==> config.mk <==
export PLATFORM = sky130hd
export DESIGN_NAME = ex_divide_unit
export DESIGN_NICKNAME = d
export VERILOG_FILES = /design/src/rtl/ex_divide_unit.sv
export SDC_FILE = /design/constraint.sdc
export NUM_CORES = 1
export LEC_CHECK = 0
export BUFFER_PORTS_ARGS = -buffer_cell sky130_fd_sc_hd__buf_2
export CORE_ASPECT_RATIO = 1.75
export CORE_MARGIN = 5
export CORE_UTILIZATION = 38
export DETAILED_ROUTE_END_ITERATION = 16
export GPL_TIMING_DRIVEN = 0
export PLACE_DENSITY_LB_ADDON = 0.12
export REMOVE_ABC_BUFFERS = 1
export SLEW_MARGIN = 20
export SYNTH_ARGS = -nofsm -noshare
export SYNTH_HDL_FRONTEND = slang
export SYNTH_SLANG_ARGS = --single-unit
==> constraint.sdc <==
create_clock -name clock -period 6.4 [get_ports clock]
set_input_delay 0.64 -clock clock [delete_from_list [all_inputs] [get_ports clock]]
set_output_delay 0.64 -clock clock [all_outputs]
set_load 0.01 [all_outputs]
==> src/rtl/ex_divide_unit.sv <==
`default_nettype none
// ============================================================================
// Module   : ex_divide_unit
// Purpose  : Multi-cycle restoring integer divider (signed/unsigned) with
//            valid/ready handshakes, flush and defined divide-by-zero result.
// Revision : 1.0
// ============================================================================
module ex_divide_unit #(
    parameter int WIDTH          = 32,
    parameter int BITS_PER_CYCLE = 1,
    parameter bit ZERO_EARLY_OUT = 1'b1
) (
    input  logic             clock,
    input  logic             reset,
    input  logic             request_valid,
    output logic             request_ready,
    input  logic             request_signed,
    input  logic [WIDTH-1:0] dividend,
    input  logic [WIDTH-1:0] divisor,
    input  logic             flush,
    output logic             result_valid,
    input  logic             result_ready,
    output logic [WIDTH-1:0] quotient,
    output logic [WIDTH-1:0] remainder,
    output logic             divide_by_zero,
    output logic             busy
);

    localparam int                 c_ITERS = WIDTH / BITS_PER_CYCLE;
    localparam int                 c_CNT_W = $clog2(c_ITERS);
    localparam logic [c_CNT_W-1:0] c_LAST  = c_CNT_W'(c_ITERS - 1);
    localparam logic [c_CNT_W-1:0] c_ONE   = c_CNT_W'(1);

    typedef enum logic [1:0] {
        S_IDLE    = 2'd0,
        S_ITERATE = 2'd1,
        S_DONE    = 2'd2
    } state_t;

    state_t             r_state;
    state_t             w_state_next;

    logic               w_accept;
    logic               w_div_zero;
    logic               w_early_out;
    logic               w_dvd_neg;
    logic               w_dsr_neg;
    logic [WIDTH-1:0]   w_dvd_mag;
    logic [WIDTH-1:0]   w_dsr_mag;
    logic               w_last;

    logic [WIDTH-1:0]   r_rem;
    logic [WIDTH-1:0]   r_quo;
    logic [WIDTH-1:0]   r_dsr;
    logic [c_CNT_W-1:0] r_cnt;
    logic               r_neg_q;
    logic               r_neg_r;
    logic               r_zero;

    logic [WIDTH:0]     w_sh;
    logic [WIDTH:0]     w_diff;
    logic [WIDTH-1:0]   w_rem_next;
    logic [WIDTH-1:0]   w_quo_next;
    logic [WIDTH-1:0]   w_quo_fix;
    logic [WIDTH-1:0]   w_rem_fix;

    logic [WIDTH-1:0]   r_quotient;
    logic [WIDTH-1:0]   r_remainder;
    logic               r_dbz;

    assign request_ready = ~flush & ((r_state == S_IDLE) |
                                     ((r_state == S_DONE) & result_ready));
    assign w_accept      = request_valid & request_ready;
    assign w_div_zero    = (divisor == '0);
    assign w_early_out   = ZERO_EARLY_OUT & w_div_zero;
    assign w_dvd_neg     = request_signed & dividend[WIDTH-1];
    assign w_dsr_neg     = request_signed & divisor[WIDTH-1];
    assign w_dvd_mag     = w_dvd_neg ? (~dividend + 1'b1) : dividend;
    assign w_dsr_mag     = w_dsr_neg ? (~divisor + 1'b1) : divisor;
    assign w_last        = (r_cnt == c_LAST);

    // The shifted partial remainder is always below 2*divisor (or below 2^WIDTH
    // for a zero divisor), so bit WIDTH of the difference is the borrow.
    always_comb begin
        w_rem_next = r_rem;
        w_quo_next = r_quo;
        w_sh       = '0;
        w_diff     = '0;
        for (int i = 0; i < BITS_PER_CYCLE; i++) begin
            w_sh   = {w_rem_next, w_quo_next[WIDTH-1]};
            w_diff = w_sh - {1'b0, r_dsr};
            if (!w_diff[WIDTH]) begin
                w_rem_next = w_diff[WIDTH-1:0];
                w_quo_next = {w_quo_next[WIDTH-2:0], 1'b1};
            end else begin
                w_rem_next = w_sh[WIDTH-1:0];
                w_quo_next = {w_quo_next[WIDTH-2:0], 1'b0};
            end
        end
    end

    assign w_quo_fix = r_zero  ? '1 :
                       r_neg_q ? (~w_quo_next + 1'b1) : w_quo_next;
    assign w_rem_fix = r_neg_r ? (~w_rem_next + 1'b1) : w_rem_next;

    always_ff @(posedge clock or posedge reset) begin
        if (reset) begin
            r_state <= S_IDLE;
        end else begin
            r_state <= w_state_next;
        end
    end

    always_comb begin
        w_state_next = r_state;
        case (r_state)
            S_IDLE, S_DONE: begin
                if (w_accept) begin
                    w_state_next = w_early_out ? S_DONE : S_ITERATE;
                end else if ((r_state == S_DONE) && result_ready) begin
                    w_state_next = S_IDLE;
                end
            end
            S_ITERATE: begin
                if (w_last) begin
                    w_state_next = S_DONE;
                end
            end
            default: w_state_next = S_IDLE;
        endcase
        if (flush) begin
            w_state_next = S_IDLE;
        end
    end

    always_ff @(posedge clock or posedge reset) begin
        if (reset) begin
            r_rem       <= '0;
            r_quo       <= '0;
            r_dsr       <= '0;
            r_cnt       <= '0;
            r_neg_q     <= 1'b0;
            r_neg_r     <= 1'b0;
            r_zero      <= 1'b0;
            r_quotient  <= '0;
            r_remainder <= '0;
            r_dbz       <= 1'b0;
        end else if (w_accept) begin
            r_rem   <= '0;
            r_quo   <= w_dvd_mag;
            r_dsr   <= w_dsr_mag;
            r_cnt   <= '0;
            r_neg_q <= w_dvd_neg ^ w_dsr_neg;
            r_neg_r <= w_dvd_neg;
            r_zero  <= w_div_zero;
            if (w_early_out) begin
                r_quotient  <= '1;
                r_remainder <= dividend;
                r_dbz       <= 1'b1;
            end
        end else if (r_state == S_ITERATE) begin
            r_rem <= w_rem_next;
            r_quo <= w_quo_next;
            r_cnt <= r_cnt + c_ONE;
            if (w_last) begin
                r_quotient  <= w_quo_fix;
                r_remainder <= w_rem_fix;
                r_dbz       <= r_zero;
            end
        end
    end

    assign result_valid   = (r_state == S_DONE);
    assign busy           = (r_state != S_IDLE);
    assign quotient       = r_quotient;
    assign remainder      = r_remainder;
    assign divide_by_zero = r_dbz;

endmodule
`default_nettype wire

== Word-level counts from Yosys, hierarchy flattened ==
Index checks and enable logic that the tools add are counted.

* Flip-flop bits (word level): 171
* Output and inout port bits: 68

* $add $sub $neg: 6
* Eq/ne operators: 6
* Muxes and demuxes: 31
* Bitwise gates (word level): 12
* Reduce and logical (&&, ||, !) cells: 9

{| class="wikitable"
|+ Operators with widths
! operator !! count
|-
| 32-bit two-way mux || 18
|-
| 32-bit by 1-bit adder with 32-bit output, second input constant || 4
|-
| 32-bit inverter || 4
|-
| 33-bit by 32-bit subtractor with 33-bit output || 1
|-
| 32-bit zero test || 1
|-
| 2-bit two-way mux || 5
|-
| 5-bit two-way mux || 2
|-
| 2-bit nonzero test || 3
|-
| 5-bit by 1-bit adder with 5-bit output, second input constant || 1
|-
| 1-bit AND || 5
|-
| 5-bit == test, second input constant || 1
|-
| 1-bit two-way mux || 5
|-
| 4-bit != test, second input constant || 1
|-
| 2-bit one-hot mux with 2 select lines || 1
|-
| 3-bit != test, second input constant || 1
|-
| 3-bit AND reduction || 1
|-
| 2-bit by 1-bit == test with 1-bit output, second input constant || 1
|-
| 2-bit == test, second input constant || 1
|-
| 2-bit zero test || 1
|-
| 2-bit by 1-bit != test with 1-bit output, second input constant || 1
|-
| 2-bit AND reduction || 1
|-
| 2-bit OR reduction || 1
|-
| 1-bit logical AND || 1
|-
| 1-bit inverter || 1
|-
| 2 further kinds || 2
|}

== Logic depth before layout (Yosys ltp) ==
* Depth in word-level cells: 9
* Depth in mapped cells: 25

== Worst setup path after synthesis ==
No wires, ideal clock.

* Path kind: flip-flop to flip-flop
* From: register r_quo[31]
* To: register r_remainder[30] (netlist: remainder[30])
* Data arrival time: 5,276 ps
* Required time: 6,270 ps
* Slack: 995 ps
* Cell stages (with the launch flop): 25
* Buffers on the path: 3
* Cells stage by stage: dfrtp_1 inv_1 ha_1 inv_1 fa_1 a211oi_1 nor2_2 o211ai_2 o21a_1 o21ai_1 nor2_4 inv_2 buf_6 clkbuf_1 buf_1 a21oi_1 ha_1 nand2_1 or4b_1 nand2b_1 mux2_2 o21bai_1 o41ai_1 xnor2_1 o22ai_1

* Word-level cells in the longest chain between the ends: 8

{| class="wikitable"
|+ RTL lines
! item !! RTL line !! RTL
|-
| from (decl) || 53 || <nowiki>logic [WIDTH-1:0] r_quo;</nowiki>
|-
| from (signal assigned) || 150 || <nowiki>r_quo <= w_dvd_mag;</nowiki>
|-
| from (signal assigned) || 163 || <nowiki>r_quo <= w_quo_next;</nowiki>
|-
| 33-bit by 32-bit subtractor with 33-bit output || 91 || <nowiki>w_diff = w_sh - {1'b0, r_dsr};</nowiki>
|-
| 32-bit two-way mux (*) || 92 || <nowiki>if (!w_diff[WIDTH]) begin</nowiki>
|-
| 32-bit inverter || 104 || <nowiki>assign w_rem_fix = r_neg_r ? (~w_rem_next + 1'b1) : w_rem_next;</nowiki>
|-
| 32-bit by 1-bit adder with 32-bit output || 104 ||
|-
| 32-bit two-way mux (*) || 104 ||
|-
| 32-bit two-way mux (*) || 165 || <nowiki>if (w_last) begin</nowiki>
|-
| 32-bit two-way mux (*) || 161 || <nowiki>end else if (r_state == S_ITERATE) begin</nowiki>
|-
| 32-bit two-way mux (*) || 148 || <nowiki>end else if (w_accept) begin</nowiki>
|-
| to (signal assigned) || 158 || <nowiki>r_remainder <= dividend;</nowiki>
|-
| to (signal assigned) || 167 || <nowiki>r_remainder <= w_rem_fix;</nowiki>
|-
| to (decl) || 68 || <nowiki>logic [WIDTH-1:0] r_remainder;</nowiki>
|}

Mark *: on every way between the ends. The rest lies on a longest branch, timed or not. The select of a mux whose other input is x is not followed.
A chain may end at the register's enable or synchronous reset.

== Worst setup path after layout ==
Same ends and word-level chain as after synthesis.

==> metrics.md <==
| Metric | Value |
|---|---|
| Post-synth EDFFs | `0` |
| GRT Resource Usage Total | `between 20 and 25%` |
| Clock network power share | `15.3%` |
| Clock-pin slew on the worst setup and hold paths | `around 0.070 ns` |
| Final slew viol count | `0` |
| Fillers | `3283` |
| Initial core utilization | `between 30% and 40%` |
| Routed WL | `between 30 and 40 mm` |
| Vias | `11142` |
| Switching Fraction | `48.7%` |
| # port buffers | `137` |
| Arrival time worst endpoint | `6.44 ns` |
| H-tree depth | `4` |
| Yosys reg bits | `171` |
| Drt first pass iters | `5` |
| TritonCTS Buffers | `17` |
| Synth Flop Type | `dfrtp_1` |
| Worst vdd ir | `approximately 0.26 mV` |
| Slew margin rel. | `33.3%` |
| Initial antenna violation count | `2` |
| Power after layout | `7.18 mW` |
| Detailed Place HPWL | `28.1 mm` |
| Synth Warn # | `0` |
| Area share of the largest cell type after synthesis | `a little over a third` |
| Reg power frac | `23.6%` |
| Most used routing layer | `met2` |
| Synth Cell Area | `12300 um2` |
| Post-route ant nets | `0` |
| GR Layer Usage met2 | `between 30 and 40%` |
| Die H | `248 um` |
| Library cells used by synthesis | `82` |
| DR vias/cell | `5.46` |
| Pwr/cell area | `just over 500 nW/um2` |
| Lkg Pwr | `5.87 nW` |
| Fmax | `163 MHz` |
| First-pass GRT wire length | `59.2 mm` |
| Biggest area consumer among synthesized cells | `dfrtp_1` |
| Worst skew pair latency | `0.45 ns` |
| DR iter-0 viols | `648` |
| Clock Sinks | `171` |
| Worst Tran Pin Value | `1.00 ns` |
| Vias in the first global route | `about 11000` |
| Hold Buf Count CTS | `0` |
| Crit. End Element | `register` |
| FP Rows | `87` |
| Internal Pwr Total | `3.68 mW` |
| Die W | `about 150 um` |
| Top fanout value on the critical path | `50` |
| CTS root buffer | `clkbuf_16` |
| CTS Buffer Depth | `2` |
| Dominant cells by area after synthesis | `dfrtp_1 (35%), nand2_1 (6.2%), o21ai_0 (5.9%)` |
| Largest net degree at the start of global routing | `70` |
| Total global routing overflow | `0` |
| Routability cong. | `slightly below 0.9` |
| Core ar. | `32100 um2` |
| Hold WC Path Type | `input pin to async pin` |
| GR Layer Usage met3 | `3.09%` |
| Fraction of layout cells with a size suffix above 1 | `13.4%` |
| GR Layer Usage met1 | `22.3%` |
| Die ar. | `approximately 36000 um2` |
| Cells after synthesis | `about 1500` |
| Top-count cell post-synth | `nand2_1` |
| CP Class | `register to register` |
| Max-cap check violation count | `0` |
| Synthesis-to-finish area growth | `14.2%` |
| Cells on worst reg2reg path | `22` |
| DRC violations left | `0` |
| Final Setup Violations | `0` |
| IO Pins | `138` |
| Worst EP required | `6.71 ns` |
| Routed wirelength normalized by instance count | `17.7 um` |
| Hold_ws | `0.193 ns` |
| Fin crit period | `approximately 6 ns` |
| Switch Pwr | `3.49 mW` |
| CTS tree | `yes` |
| Fin. Hold Viols | `0` |
| Fin crit share | `95.7%` |
| Post-synth top cells | `nand2_1 (203), dfrtp_1 (171), nor2_1 (145)` |
| Logic pwr share | `about 60%` |
| Clock Skew | `0.00853 ns` |
| Sequential area share after synthesis | `between 30% and 40%` |
| Post-synth ARST share | `100%` |
| CP Launch Type | `register` |
| Nets | `1733` |
| Mapped Avg Cell Area | `7.99 um2` |
| Status | `finished, final reports clean` |
| RSZ-0062 raised after global routing | `no` |
==> kinds of logic after synthesis <==
logic type	after synthesis	share of synthesized area, %
simple gates	552	20.8
compound gates	473	23.7
flops	171	34.8
buf+inv	139	4.63
xor+xnor	136	9.69
fa+ha+maj	39	4.03
mux	29	2.39
==> layout make-up <==
type	instances	area [um2]	share of cell area (%)
well taps	400	500	3.56
diodes	2	5.00	0.0356
clock buffers	20	447	3.18
multi-input cells	1229	7500	53.4
repair buffers	148	922	6.57
inverters	57	229	1.63
flip-flops and latches	171	4280	30.5
clock inverters	12	161	1.15
==> flip-flops by register name (all words and copies together) (netlist names) <==
signal and cells:
quotient 32, r_dsr 32, r_quo 32, r_rem 32, remainder 32, r_cnt 5
r_state 2, divide_by_zero 1, r_neg_q 1, r_neg_r 1, r_zero 1
==> critical path, cell delays in order (launching register included) <==
cell and delay (ns):
dfrtp_1 0.53, inv_1 0.12, ha_1 0.17, inv_1 0.05
fa_1 0.42, a211oi_1 0.35, nor2_2 0.11, o211ai_2 0.24
o21a_1 0.30, o41a_4 0.27, nor2_4 0.09, inv_8 0.27
nor2_1 0.07, a21oi_1 0.32, ha_1 0.35, nand2_1 0.07
or4b_1 0.62, nand2b_1 0.19, mux2_2 0.30, o21bai_1 0.39
o41ai_2 0.46, xnor2_1 0.16, o22ai_1 0.10
==> routing by layer <==
layer	routed length, um	up-vias
met2	19700	169
met5	0	-
met3	933	52
met4	940	0
li1	-	5668
met1	14500	5253
==> stage by stage <==
stage,TNS (ns),area [um2],std cells,utilization [%],setup WS (ns)
floorplan,0,11900,1457,-,0.578
global placement,-216.04,13100,1994,40.9,-1.44
detailed placement,-3.97,13400,2004,41.7,-0.781
CTS,0,14000,2037,43.7,0.0846
global route,0,14000,2039,43.7,0.0206
finish,0,14000,2039,43.7,0.273
==> power by group through the flow <==
stage	registers, mW	clock network (mW)	logic [mW]
after floorplan	1.61	0	3.29
after global placement	1.70	0	4.26
after detailed placement	1.71	0	4.35
after CTS	1.69	1.13	4.39
after global routing	1.74	1.17	4.91
final	1.69	1.10	4.39
==> timing repair <==
item	CTS	global route
setup buffers	1	0
hold endpoints to repair	0	0
endpoints found under the setup margin	9	1
gates resized for setup	3	2
pin swaps	1	0
==> layout by cell type (no fill, tap or decap), types with 8 or more instances in the layout <==
cell type  netlist  routed
a21o_1          15      15
nor3_1          36      36
nand2b_1        15      14
o21ai_0        144     144
nor2_1         145     144
clkbuf_16        0      17
o22ai_1          8       8
buf_2            4     137
or3_1           18      18
o31ai_1         28      28
dfrtp_1        171     171
a211oi_1         9       9
o41ai_1         14      13
xor2_1          79      79
mux2i_1         26      26
and2_1          15      14
a21oi_1        138     137
inv_1           56      55
xnor2_1         57      57
nor4_1          15      15
nand2_1        203     201
ha_1            38      38
nand3_1         47      47
a31oi_1         41      41
nand4_1         12      12
o211ai_1         8       8
==> path summary, 6_finish.rpt <==
path	end	from	slack (ns)
worst max register to register	remainder[30]	r_quo[31]	0.27
min in group clock	r_state[1]	flush	0.38
worst min-delay path	quotient[4]	reset	0.19
worst max-delay path	remainder[30]	r_quo[31]	0.27
worst min register to register	r_dsr[20]	r_dsr[20]	0.47
max in group asynchronous	r_dsr[25]	reset	5.55
Power figures use the tool's default switching activity.
